$ cat src/rtl/remote_link_pkg.sv
// Shared definitions for the player-state serial link (receiver now, packer later).
package remote_link_pkg;

    localparam logic [7:0] SYNC_BYTE = 8'hA5;

    typedef enum logic [2:0] {HUNT, B0, B1, B2, CHK} pkt_state_t;

    typedef enum logic [2:0] {IDLE, START, DATA, STOP, WAIT_IDLE} bit_state_t;

    function automatic logic [7:0] pkt_chk(input logic [7:0] b0,
                                           input logic [7:0] b1,
                                           input logic [7:0] b2);
        return b0 ^ b1 ^ b2;
    endfunction

endpackage

$ cat src/rtl/uart_rx_byte.sv
// 8N1 UART byte receiver: 2-FF synchronizer, mid-bit sampling, glitch reject, frame-error report.
module uart_rx_byte
    import remote_link_pkg::*;
#(
    parameter int CLKS_PER_BIT = 868
) (
    input  logic       clk,
    input  logic       rst,
    input  logic       rx,
    output logic       byte_valid,
    output logic [7:0] data,
    output logic       frame_err
);

    localparam int CW = $clog2(CLKS_PER_BIT);
    localparam logic [CW-1:0] BIT_LAST  = CW'(CLKS_PER_BIT - 1);
    localparam logic [CW-1:0] HALF_LAST = CW'(CLKS_PER_BIT / 2 - 1);

    logic          rx_meta, rx_s;
    bit_state_t    state_q, state_d;
    logic [CW-1:0] cnt_q, cnt_d;
    logic [2:0]    bit_q, bit_d;
    logic [7:0]    shift_q, shift_d;
    logic          byte_valid_d, frame_err_d;

    always_comb begin
        // NOTE: every signal gets a default first so no path leaves it unassigned (no latch).
        state_d      = state_q;
        cnt_d        = cnt_q + 1'b1;
        bit_d        = bit_q;
        shift_d      = shift_q;
        byte_valid_d = 1'b0;
        frame_err_d  = 1'b0;
        case (state_q)
            IDLE: begin
                cnt_d = '0;
                if (!rx_s) state_d = START;
            end
            START: if (cnt_q == HALF_LAST) begin
                cnt_d   = '0;
                bit_d   = '0;
                state_d = rx_s ? IDLE : DATA;
            end
            DATA: if (cnt_q == BIT_LAST) begin
                cnt_d   = '0;
                shift_d = {rx_s, shift_q[7:1]};
                bit_d   = bit_q + 1'b1;
                if (bit_q == 3'd7) state_d = STOP;
            end
            STOP: if (cnt_q == BIT_LAST) begin
                cnt_d = '0;
                if (rx_s) begin
                    byte_valid_d = 1'b1;
                    state_d      = IDLE;
                end else begin
                    frame_err_d = 1'b1;
                    state_d     = WAIT_IDLE;
                end
            end
            WAIT_IDLE: begin
                cnt_d = '0;
                if (rx_s) state_d = IDLE;
            end
            default: state_d = IDLE;
        endcase
    end

    always_ff @(posedge clk or negedge rst) begin
        if (!rst) begin
            rx_meta    <= 1'b1;
            rx_s       <= 1'b1;
            state_q    <= IDLE;
            cnt_q      <= '0;
            bit_q      <= '0;
            shift_q    <= '0;
            byte_valid <= 1'b0;
            frame_err  <= 1'b0;
        end else begin
            // NOTE: non-blocking so every register updates from pre-edge values.
            rx_meta    <= rx;
            rx_s       <= rx_meta;
            state_q    <= state_d;
            cnt_q      <= cnt_d;
            bit_q      <= bit_d;
            shift_q    <= shift_d;
            byte_valid <= byte_valid_d;
            frame_err  <= frame_err_d;
        end
    end

    assign data = shift_q;

endmodule

$ cat src/rtl/remote_player_rx.sv
// Remote player-state receiver: deframes {SYNC,B0,B1,B2,CHK} into x/y/level.
// Optional inter-byte timeout enabled by defining REMOTE_RX_TIMEOUT_EN.
module remote_player_rx
    import remote_link_pkg::*;
#(
    parameter int CLKS_PER_BIT = 868
`ifdef REMOTE_RX_TIMEOUT_EN
    , parameter int TIMEOUT_BITS = 20
`endif
) (
    input  logic        clk,
    input  logic        rst,
    input  logic        rx,
    output logic [11:0] x_remote,
    output logic [11:0] y_remote,
    output logic [1:0]  level_remote,
    output logic        pkt_valid,
    output logic [7:0]  err_cnt
);

    logic       byte_valid, frame_err, timeout;
    logic [7:0] byte_data;
    logic [7:0] b0_q, b1_q, b2_q;
    pkt_state_t state_q, state_d;
    logic       load, err_inc;

    uart_rx_byte #(.CLKS_PER_BIT(CLKS_PER_BIT)) u_rx (
        .clk       (clk),
        .rst       (rst),
        .rx        (rx),
        .byte_valid(byte_valid),
        .data      (byte_data),
        .frame_err (frame_err)
    );

`ifdef REMOTE_RX_TIMEOUT_EN
    localparam int TO_CYCLES = TIMEOUT_BITS * CLKS_PER_BIT;
    localparam int TW        = $clog2(TO_CYCLES);
    logic [TW-1:0] idle_cnt;

    always_ff @(posedge clk or negedge rst) begin
        if (!rst)                            idle_cnt <= '0;
        else if (state_q == HUNT || byte_valid) idle_cnt <= '0;
        else                                 idle_cnt <= idle_cnt + 1'b1;
    end

    // A byte landing on the last idle cycle still counts as on time.
    assign timeout = (idle_cnt == TW'(TO_CYCLES - 1)) && !byte_valid;
`else
    assign timeout = 1'b0;
`endif

    always_comb begin
        state_d = state_q;
        load    = 1'b0;
        err_inc = 1'b0;
        if (state_q != HUNT && (frame_err || timeout)) begin
            state_d = HUNT;
            err_inc = 1'b1;
        end else if (byte_valid) begin
            case (state_q)
                HUNT: if (byte_data == SYNC_BYTE) state_d = B0;
                B0:   state_d = B1;
                B1:   state_d = B2;
                B2:   state_d = CHK;
                CHK: begin
                    state_d = HUNT;
                    if (byte_data == pkt_chk(b0_q, b1_q, b2_q)) load    = 1'b1;
                    else                                        err_inc = 1'b1;
                end
                default: state_d = HUNT;
            endcase
        end
    end

    always_ff @(posedge clk or negedge rst) begin
        if (!rst) begin
            state_q      <= HUNT;
            b0_q         <= '0;
            b1_q         <= '0;
            b2_q         <= '0;
            x_remote     <= '0;
            y_remote     <= '0;
            level_remote <= '0;
            pkt_valid    <= 1'b0;
            err_cnt      <= '0;
        end else begin
            state_q   <= state_d;
            pkt_valid <= load;
            if (byte_valid) begin
                case (state_q)
                    B0:      b0_q <= byte_data;
                    B1:      b1_q <= byte_data;
                    B2:      b2_q <= byte_data;
                    default: ;
                endcase
            end
            if (load) begin
                x_remote     <= {1'b0, b1_q[2:0], b0_q};
                y_remote     <= {1'b0, b2_q[5:0], b1_q[7:3]};
                level_remote <= b2_q[7:6];
            end
            if (err_inc && err_cnt != 8'hFF) err_cnt <= err_cnt + 8'd1;
        end
    end

endmodule

$ cat config.mk
export PLATFORM = sky130hd
export DESIGN_NAME = remote_player_rx
export DESIGN_NICKNAME = d
export VERILOG_FILES = /design/src/rtl/remote_link_pkg.sv /design/src/rtl/uart_rx_byte.sv /design/src/rtl/remote_player_rx.sv
export SDC_FILE = /design/constraint.sdc
export NUM_CORES = 1
export LEC_CHECK = 0
export BUFFER_PORTS_ARGS = -buffer_cell sky130_fd_sc_hd__buf_2
export CAP_MARGIN = 20
export CORE_MARGIN = 5
export CORE_UTILIZATION = 50
export DETAILED_ROUTE_END_ITERATION = 7
export MAX_ROUTING_LAYER = met4
export PLACE_DENSITY = 0.75
export SYNTH_ARGS = -nofsm -noshare
export SYNTH_HDL_FRONTEND = slang
export SYNTH_HIERARCHICAL = 1
export SYNTH_SLANG_ARGS = --single-unit
$ cat constraint.sdc
create_clock -name clk -period 2.1 [get_ports clk]
set_input_delay 0.105 -clock clk [delete_from_list [all_inputs] [get_ports clk]]
set_output_delay 0.105 -clock clk [all_outputs]
set_load 0.1 [all_outputs]
==> impl_metrics.csv <==
group,metric,value,unit
placed_design,gp_congestion,0.884,
power,intPower,2.38,mW
clocking,clkSinkCount,88,
yosys,synth_top_area_frac,0.534,
yosys,synthFlopType,"dfrtp_1",
critical_path,worstSetupPathType,"reg2reg",
sta,whs,307,ps
clocking,cts_made_buffers,9,
yosys,ys_warn_count,6,
grt,grt_max_degree,47,
min_path,hold_class,"in2async",
die,initial_utilization,0.516,
sta,drv_slew,0,
yosys,yosys-top-cells-area,"dfrtp_1, mux2_2, xnor2_1",
power,leakage,2.31,nW
drt,dr.pass1.iters,4,
sta,tightest_slew,610,ps
yosys,netlist-cell-type-count,47,
drt,viasPerCell,5.40,
die,dieWidth,99.8,um
critical_path,critPathMaxFanout,11,
grt,antenna_found_initial,0,
power,switchingPower,0.671,mW
sta,slew_headroom,0.593,
placed_design,place_area,4400,sq um
clocking,root_buffer,"clkbuf_8",
drt,antenna_left,0,
placed_design,numPortBuffers,35,
die,rows,32,
critical_path,arrival,2280,ps
yosys,synth_cells,309,
critical_path,reg2reg_from,"u_rx/cnt_q[1]",
sta,fin_worst_skew,12.7,ps
power,switching_share,0.220,
clocking,cts_buffer_depth,2,
drt,vias,2538,
yosys,synth_largest_area_cell,"dfrtp_1",
sta,setup_viol,0,
die,core,7810,sq um
grt,track_usage,0.171,
sta,hold_viol,0,
sta,rsz0062_at_grt,"no",
drt,drc,0,
die,die_y,99.8,um
critical_path,reg2reg_slack,70,ps
yosys,synth_edf_count,0,
yosys,yosysSeqAreaShare,0.547,
power,cellPowerDensity,656,nW/um^2
drt,wl_per_cell,16.1,um
critical_path,r2r-end,"u_rx/data[4]",
final_layout,antenna_cells,0,
die,dieArea,9960,sq um
drt,wirelength,7550,um
final_layout,area.growth.synth_to_final,15.4,%
run_status,status,"completed",
final_layout,fillers,647,
drt,drtIter0Drc,87,
yosys,ys_async_sr_fraction,1.00,
yosys,synth-seq-cells,88,
critical_path,worstRegToRegCells,5,
grt,grt_pass1_wl,13200,um
sta,tns,0,ps
run,cap_violations,0,
power,p_clk_frac,0.423,
final_layout,final_cell_area,4650,sq um
clocking,cts_tree,"done",
clocking,path_clk_slew,90,ps
power,p_seq_frac,0.557,
placed_design,dp_hpwl,5230,um
critical_path,required,2340,ps
power,ir_worst_vdd,0.000379,V
yosys,netlist_area,4030,sq um
grt,grt_pass1_vias,2623,
grt,grt_overflow_total,0,
clocking,cts_max_level,3,
clocking,clk_latency,360,ps
power,comb_power_share,0.020,
final_layout,drive_above_1_share,0.375,
sta,period_share,0.968,
critical_path,worstSetupStartpointType,"flop",
critical_path,endpoint_kind,"flop",
yosys,synth.avg_cell_area,13.0,sq um
die,pin_count,38,
sta,post-route-min-period,2030,ps
sta,fmax,492,MHz
final_layout,nNetsFinal,372,
-- routing by layer --
layer,wire [um],track usage
met2,3590,0.259
met5,0,-
met3,211,0.0257
met4,163,0.0777
met1,3590,0.228
-- registers in the layout (all words and copies together), names as in the netlist, 2 cells and up --
| name | flops |
|---|---|
| b0_q | 8 |
| b1_q | 8 |
| b2_q | 8 |
| err_cnt | 8 |
| level_remote | 2 |
| state_q | 3 |
| u_rx/bit_q | 3 |
| u_rx/cnt_q | 10 |
| u_rx/data | 8 |
| u_rx/state_q | 3 |
| x_remote | 11 |
| y_remote | 11 |
-- how the worst max path moves through the flow --
| stage | from | end | slack [ps] |
|---|---|---|---|
| after global placement | u_rx/cnt_q[1] | u_rx/data[4] | 30 |
| final | u_rx/cnt_q[1] | u_rx/data[4] | 70 |
| after CTS | u_rx/cnt_q[1] | u_rx/data[4] | 30 |
| after detailed placement | u_rx/cnt_q[1] | u_rx/data[4] | 6 |
| after floorplan | u_rx/cnt_q[0] | u_rx/data[1] | 130 |
| after global routing | b2_q[0] | x_remote[7] | 0.7 |
-- logic make-up after synthesis --
group | synth area share
AO/OA/AOI/OAI | 0.0338
XOR/XNOR | 0.0804
adder cells (fa/ha/maj) | 0.0155
buffers and inverters | 0.0332
flip-flops | 0.547
multiplexers | 0.171
other | 0.000930
AND/OR/NAND/NOR | 0.118
-- layout make-up --
class / instances / area (sq um) / share of cell area
tap: 102 / 128 / 0.0274
clock buffer: 9 / 124 / 0.0266
inverter: 9 / 33.8 / 0.00726
sequential: 88 / 2210 / 0.475
clock inverter: 6 / 93.8 / 0.0202
multi-input combinational: 201 / 1710 / 0.367
timing repair buffer: 55 / 358 / 0.0769
-- synth_stat cells (2+ instances only) --
library cell / number
dfrtp_1: 86
mux2_2: 50
xnor2_1: 23
xor2_1: 14
nor3_1: 12
nand3_1: 11
nor2_1: 11
inv_1: 9
nand4_1: 8
mux2_4: 7
clkbuf_1: 6
nand2_1: 6
a21oi_1: 5
and3_1: 5
ha_1: 5
nand3b_1: 3
nor2b_1: 3
o22ai_1: 3
a31oi_1: 2
buf_12: 2
buf_4: 2
buf_6: 2
dfstp_2: 2
mux2i_1: 2
nand2b_1: 2
nor3b_1: 2
nor4bb_1: 2
o21ai_0: 2
o22a_1: 2
or3_1: 2
or4_1: 2
-- cells in the final DEF, fill, tap and decap left out, types with 4 or more instances in the layout --
master / count
dfrtp_1: 83
mux2_2: 50
buf_2: 34
xnor2_1: 22
buf_4: 17
xor2_1: 14
nor3_1: 12
nor2_1: 11
nand3_1: 11
inv_1: 9
clkbuf_8: 9
nand4_1: 8
mux2_4: 7
nand2_1: 6
and3_1: 5
a21oi_1: 5
ha_1: 4
-- power groups by stage --
stage / registers [mW] / logic [mW] / clock network, mW
after floorplan: 1.73 / 0.0193 / 0
after global placement: 1.73 / 0.0583 / 0
after detailed placement: 1.73 / 0.0598 / 0
after CTS: 1.70 / 0.0630 / 1.32
after global routing: 1.70 / 0.0693 / 1.40
final: 1.70 / 0.0596 / 1.29
-- per-stage QoR --
stage | total power, mW | util | setup slack, ps | instances
final | 3.05 | 0.596 | 66.2 | 470
after detailed placement | 1.79 | 0.564 | 5.54 | 453
after CTS | 3.08 | 0.595 | 32.8 | 470
after floorplan | 1.75 | - | 126 | 310
after global routing | 3.16 | 0.596 | 0.747 | 470
after global placement | 1.79 | 0.564 | 30.9 | 453
-- worst max-delay path: stages, from the launching register on --
cell,delay [ps]
dfrtp_2,420
ha_2,250
and4bb_2,310
nand4_4,140
or3_4,470
mux2_4,330
-- timing repair --
action / in CTS / in global routing
pin swaps: 0 / 0
hold buffers: 2 / 0
setup endpoints to repair: 3 / 26
endpoints found under the hold margin: 43 / 0
gates cloned: 0 / 0
buffers inserted: 0 / 0
resized for setup: 1 / 2
Note: power is estimated with default switching activity, not from simulation.
